`src/rtl/pb_pkg.sv`:
```
// Shared definitions for the push-button debouncer: FSM state encoding and
// the default stability window.
package pb_pkg;

   typedef enum logic [1:0] {
      ST_LOW       = 2'b00,
      ST_WAIT_HIGH = 2'b01,
      ST_HIGH      = 2'b10,
      ST_WAIT_LOW  = 2'b11
   } pb_state_e;

   localparam int unsigned STABLE_CYCLES_DEF = 16;

endpackage

```
`src/rtl/pb_debouncer_sync_2ff.sv`:
```
// Two-flop synchronizer for a single asynchronous input bit; reusable for any
// pin that crosses into the clk domain.
module sync_2ff (
   input  logic clk_i,
   input  logic rst_i,
   input  logic d_i,
   output logic q_o
);

   logic s1_q;
   logic s2_q;

   always_ff @(posedge clk_i) begin
      if (rst_i) begin
         s1_q <= 1'b0;
         s2_q <= 1'b0;
      end else begin
         s1_q <= d_i;
         s2_q <= s1_q;
      end
   end

   assign q_o = s2_q;

endmodule

```
`src/rtl/pb_debouncer.sv`:
```
// Push-button debouncer: synchronizes the raw pin, then accepts a level change
// only after it has held for STABLE_CYCLES cycles, emitting press/release pulses.
module pb_debouncer
   import pb_pkg::*;
#(
   parameter int unsigned STABLE_CYCLES = STABLE_CYCLES_DEF,
   parameter int unsigned CNT_W         = 16
) (
   input  logic clk,
   input  logic reset,
   input  logic pbRaw,
   output logic pbClean,
   output logic pressPulse,
   output logic releasePulse
);

   localparam logic [CNT_W-1:0] CNT_LAST = CNT_W'(STABLE_CYCLES - 1);

   logic             pb_sync;
   pb_state_e        state_q, state_d;
   logic [CNT_W-1:0] cnt_q, cnt_d;
   logic             clean_q, clean_d;
   logic             press_q, press_d;
   logic             release_q, release_d;

   sync_2ff u_sync (
      .clk_i (clk),
      .rst_i (reset),
      .d_i   (pbRaw),
      .q_o   (pb_sync)
   );

   always_ff @(posedge clk) begin
      if (reset) begin
         state_q   <= ST_LOW;
         cnt_q     <= '0;
         clean_q   <= 1'b0;
         press_q   <= 1'b0;
         release_q <= 1'b0;
      end else begin
         state_q   <= state_d;
         cnt_q     <= cnt_d;
         clean_q   <= clean_d;
         press_q   <= press_d;
         release_q <= release_d;
      end
   end

   always_comb begin
      state_d   = state_q;
      cnt_d     = cnt_q;
      clean_d   = clean_q;
      press_d   = 1'b0;
      release_d = 1'b0;
      unique case (state_q)
         ST_LOW: begin
            clean_d = 1'b0;
            if (pb_sync) begin
               state_d = ST_WAIT_HIGH;
               cnt_d   = CNT_W'(1);
            end else begin
               cnt_d   = '0;
            end
         end
         ST_WAIT_HIGH: begin
            if (!pb_sync) begin
               state_d = ST_LOW;
               cnt_d   = '0;
            end else if (cnt_q == CNT_LAST) begin
               state_d = ST_HIGH;
               cnt_d   = '0;
               clean_d = 1'b1;
               press_d = 1'b1;
            end else begin
               cnt_d   = cnt_q + CNT_W'(1);
            end
         end
         ST_HIGH: begin
            clean_d = 1'b1;
            if (!pb_sync) begin
               state_d = ST_WAIT_LOW;
               cnt_d   = CNT_W'(1);
            end else begin
               cnt_d   = '0;
            end
         end
         ST_WAIT_LOW: begin
            if (pb_sync) begin
               state_d = ST_HIGH;
               cnt_d   = '0;
            end else if (cnt_q == CNT_LAST) begin
               state_d   = ST_LOW;
               cnt_d     = '0;
               clean_d   = 1'b0;
               release_d = 1'b1;
            end else begin
               cnt_d     = cnt_q + CNT_W'(1);
            end
         end
         default: begin
            state_d = ST_LOW;
            cnt_d   = '0;
            clean_d = 1'b0;
         end
      endcase
   end

   assign pbClean      = clean_q;
   assign pressPulse   = press_q;
   assign releasePulse = release_q;

endmodule

```
`config.mk`:
```
export PLATFORM = sky130hd
export DESIGN_NAME = pb_debouncer
export DESIGN_NICKNAME = d
export VERILOG_FILES = /design/src/rtl/pb_pkg.sv /design/src/rtl/pb_debouncer_sync_2ff.sv /design/src/rtl/pb_debouncer.sv
export SDC_FILE = /design/constraint.sdc
export NUM_CORES = 1
export LEC_CHECK = 0
export ABC_AREA = 1
export BUFFER_PORTS_ARGS = -buffer_cell sky130_fd_sc_hd__buf_2
export CAP_MARGIN = 20
export CORE_MARGIN = 3
export CORE_UTILIZATION = 50
export CTS_BUF_LIST = sky130_fd_sc_hd__clkbuf_16
export CTS_CLUSTER_DIAMETER = 30
export CTS_CLUSTER_SIZE = 20
export DETAILED_ROUTE_END_ITERATION = 8
export GPL_TIMING_DRIVEN = 1
export PLACE_DENSITY = 0.75
export SKIP_CTS_REPAIR_TIMING = 1
export SLEW_MARGIN = 20
export SYNTH_ARGS = -nofsm -noshare
export SYNTH_HDL_FRONTEND = slang
export SYNTH_SLANG_ARGS = --single-unit
```
`constraint.sdc`:
```
create_clock -name clk -period 1.3 [get_ports clk]
set_input_delay 0 -clock clk [delete_from_list [all_inputs] [get_ports clk]]
set_output_delay 0 -clock clk [all_outputs]
set_load 0.005 [all_outputs]
```
==> flow_summary.ini <==
[pwr]
swShare = 0.2911
p_switching_uw = 574.3
p_int_mw = 1.399
ir_worst_vdd_v = 0.001052
total_power_mw = 1.973
power_frac_comb = 0.247
clockPowerShare = 0.343
p_seq_frac = 0.410
leakagePower_nw = 0.6394
power.density_mw_per_mm2 = 1234

[logic_synthesis]
yosysWarnings = 0
synth_top_cell_by_area = dfxtp_1
ys_ff_latch = 23
synth_area_mm2 = 0.001217
synth_edf_count = 0
postSynthAreaPerCell_um2 = 7.657
synthCells = 159
synth_ff_type = dfxtp_1
synth_common_cells = 37 x nor2_1, 25 x nand2_1, 23 x dfxtp_1
yosys.area.top_type_share = 0.3782
synth_cell_types = 27
synth_area_leaders = dfxtp_1 38%, nor2_1 11%, nand2_1 7.7%, ha_1 6.2%, inv_1 5.2%
synth_nets = 168
synth.most_common_cell = nor2_1
seq_area_frac_synth = 0.3782
async_flop_share = 0

[worst_setup_path]
cp.buffers_inverters = 1
cp_slowest_cell = dfxtp_2
arrival_ps = 1620
r2r_start = cnt_q[0]
crit_type = reg2reg
crit_path_max_fanout = 8
ff2ff_path_depth = 7
cpPeakStageDelay_ps = 340
worstPathRequired_ps = 1470
crit_path_cell_trace = ha_4 > nand3_4 > buf_4 > nor2_4 > nand2_4 > nand4_4 > nor3b_1
r2r_end = cnt_q[4]
critPathLaunchType = flop
path_delay_family = simple AND/OR/NAND/NOR gates
cp-end-kind = flop
r2r_slack_ps = -150

[timing]
finClkSkew_ps = 1.797
slew_headroom = 0.8005
setup_ws_ps = -148.6
finalSetupViolations = 19
drv_slew = 0
final.setup.tns_ps = -1305
finalHoldViolCount = 0
tightest_slew_ps = 298.8
fmax_mhz = 690.3
finalCriticalPeriod_ps = 1449
rsz0062_at_grt = true
finalCritPeriodShare = 1.114

[routing]
firstDrtPassIters = 4
wl_per_cell_um = 13.44
drt-total-wl_um = 2916
drtAntennaViolNets = 0
viasPerCell = 5.272
drt_first_iter_violations = 28
vias = 1144
drc_errors = 0

[cells_and_area]
syn_to_final_growth_pct = 31.35
drive_above_1_share = 0.3280
final_nets = 199
n_antenna_cell = 0
final_core_util = 0.7092
final_cells = 217
fillers = 179

[clocking]
clk_pin_slew_ps = 60
clk_path_buf_depth = 2
clk_latency_ps = 260
cts-htree-levels = 1
cts_tree = built
cts_root_buf = clkbuf_16
numCtsBuffers = 3
cts.sinks = 23

[hold_path]
hold_class = reg2reg
hold_path_depth = 2
worstHoldStart = u_sync.s1_q
worstHoldEndpoint = u_sync.q_o

[floorplanning]
rows = 17
coreArea_mm2 = 0.002255
die_area_mm2 = 0.003063
start_util = 0.5400
io_pins = 6
die_w_um = 55.35
die_h_um = 55.35

[run_status]
outcome = finished, violations left
violations = setup timing

[placed_design]
port_buffers = 5
hpwl_um = 1861
gp_congestion = 0.8730
dp_cells = 206

[global_routing]
grt_pass1_wl_um = 4636
grt_pass1_vias = 1097
antenna_found_initial = 0
overflow = 0
grt_max_degree = 16
track_usage = 0.1868

[job]
drv_cap = 0
==> cell type report <==
type | count | area (µm²) | share of cell area
Tap cell | 28 | 35.03 | 0.02191
Inverter | 18 | 67.56 | 0.04225
Timing Repair Buffer | 26 | 187.7 | 0.1174
Clock buffer | 3 | 75.07 | 0.04695
Clock inverter | 1 | 5.005 | 0.003130
Sequential cell | 23 | 466.7 | 0.2919
Multi-Input combinational cell | 118 | 762.0 | 0.4765
==> worst reg2reg max path: stages, from the launching register on <==
cell     delay, ps
dfxtp_2        340
ha_4           170
nand3_4        110
buf_4          140
nor2_4          40
nand2_4        100
nand4_4        210
nor3b_1        250
==> logic make-up (layout without fill, tap and decap cells) <==
family	Yosys count	in the layout	synth area share
and+or+nand+nor	93	94	0.3885
DFF	23	23	0.3782
buffers and inverters	19	48	0.06474
AOI/OAI and AO/OA	10	10	0.04830
xor gates and xnor gates	7	7	0.05036
adders and majority gates	6	6	0.06166
muxes	1	1	0.008222
==> layer usage <==
| layer | track usage | up-vias | share of wire |
|---|---|---|---|
| met2 | 0.3294 | 33 | 0.51 |
| met1 | 0.2123 | 530 | 0.42 |
| met4 | 0.1042 | 0 | 0.022 |
| met3 | 0.02804 | 7 | 0.042 |
| met5 | 0 | - | 0 |
| li1 | - | 574 | - |
==> power by group through the flow <==
stage / combinational [mW] / clock, mW / sequential, mW
after floorplan: 0.281 / 0 / 0.803
after global placement: 0.406 / 0 / 0.800
after detailed placement: 0.430 / 0 / 0.810
after CTS: 0.432 / 0.675 / 0.794
after global routing: 0.561 / 0.708 / 0.813
final: 0.488 / 0.676 / 0.809
==> metrics by stage <==
| stage | setup WS (ps) | area, µm² | hold WS, ps |
|---|---|---|---|
| 6_report | -148.6 | 1599 | 417.9 |
| 2_1_floorplan | 14.93 | 1217 | 71.18 |
| 3_5_place_dp | -157.9 | 1379 | 195.4 |
| 5_1_grt | -228.8 | 1599 | 444.3 |
| 3_3_place_gp | -50.46 | 1379 | 185.2 |
| 4_1_cts | -175.1 | 1459 | -77.46 |
==> how the worst max path moves through the flow <==
stage / start / endpoint / depth (start not counted)
2_1_floorplan: cnt_q[0] / cnt_q[6] / 7
3_5_place_dp: flop / cnt_q[4] / 6
6_report: cnt_q[0] / cnt_q[4] / 7
3_3_place_gp: cnt_q[0] / cnt_q[4] / 6
5_1_grt: cnt_q[0] / cnt_q[4] / 7
4_1_cts: flop / cnt_q[4] / 6
==> flip-flops by register name, indices dropped and copies added, names as in the netlist, named ones only <==
| register | cells |
|---|---|
| cnt_q | 16 |
| pressPulse | 1 |
| state_q | 1 |
| u_sync.s1_q | 1 |
| u_sync.q_o | 1 |
| pbClean | 1 |
| releasePulse | 1 |
==> cell usage in the layout (no fill, tap or decap), drive strengths merged <==
master / synthesis / final
dfxtp: 23 / 23
nand4: 5 / 6
clkbuf: 0 / 3
nand3: 11 / 11
nor2: 39 / 39
or2: 1 / 1
ha: 6 / 6
a21oi: 6 / 6
nor3: 5 / 5
nor3b: 4 / 4
xnor2: 3 / 3
dlygate4sd3: 0 / 2
o21bai: 2 / 2
inv: 18 / 18
o21ai: 2 / 2
buf: 1 / 24
xor2: 4 / 4
clkinv: 0 / 1
mux2i: 1 / 1
nand2: 28 / 28
(Power assumes the default switching activity.)
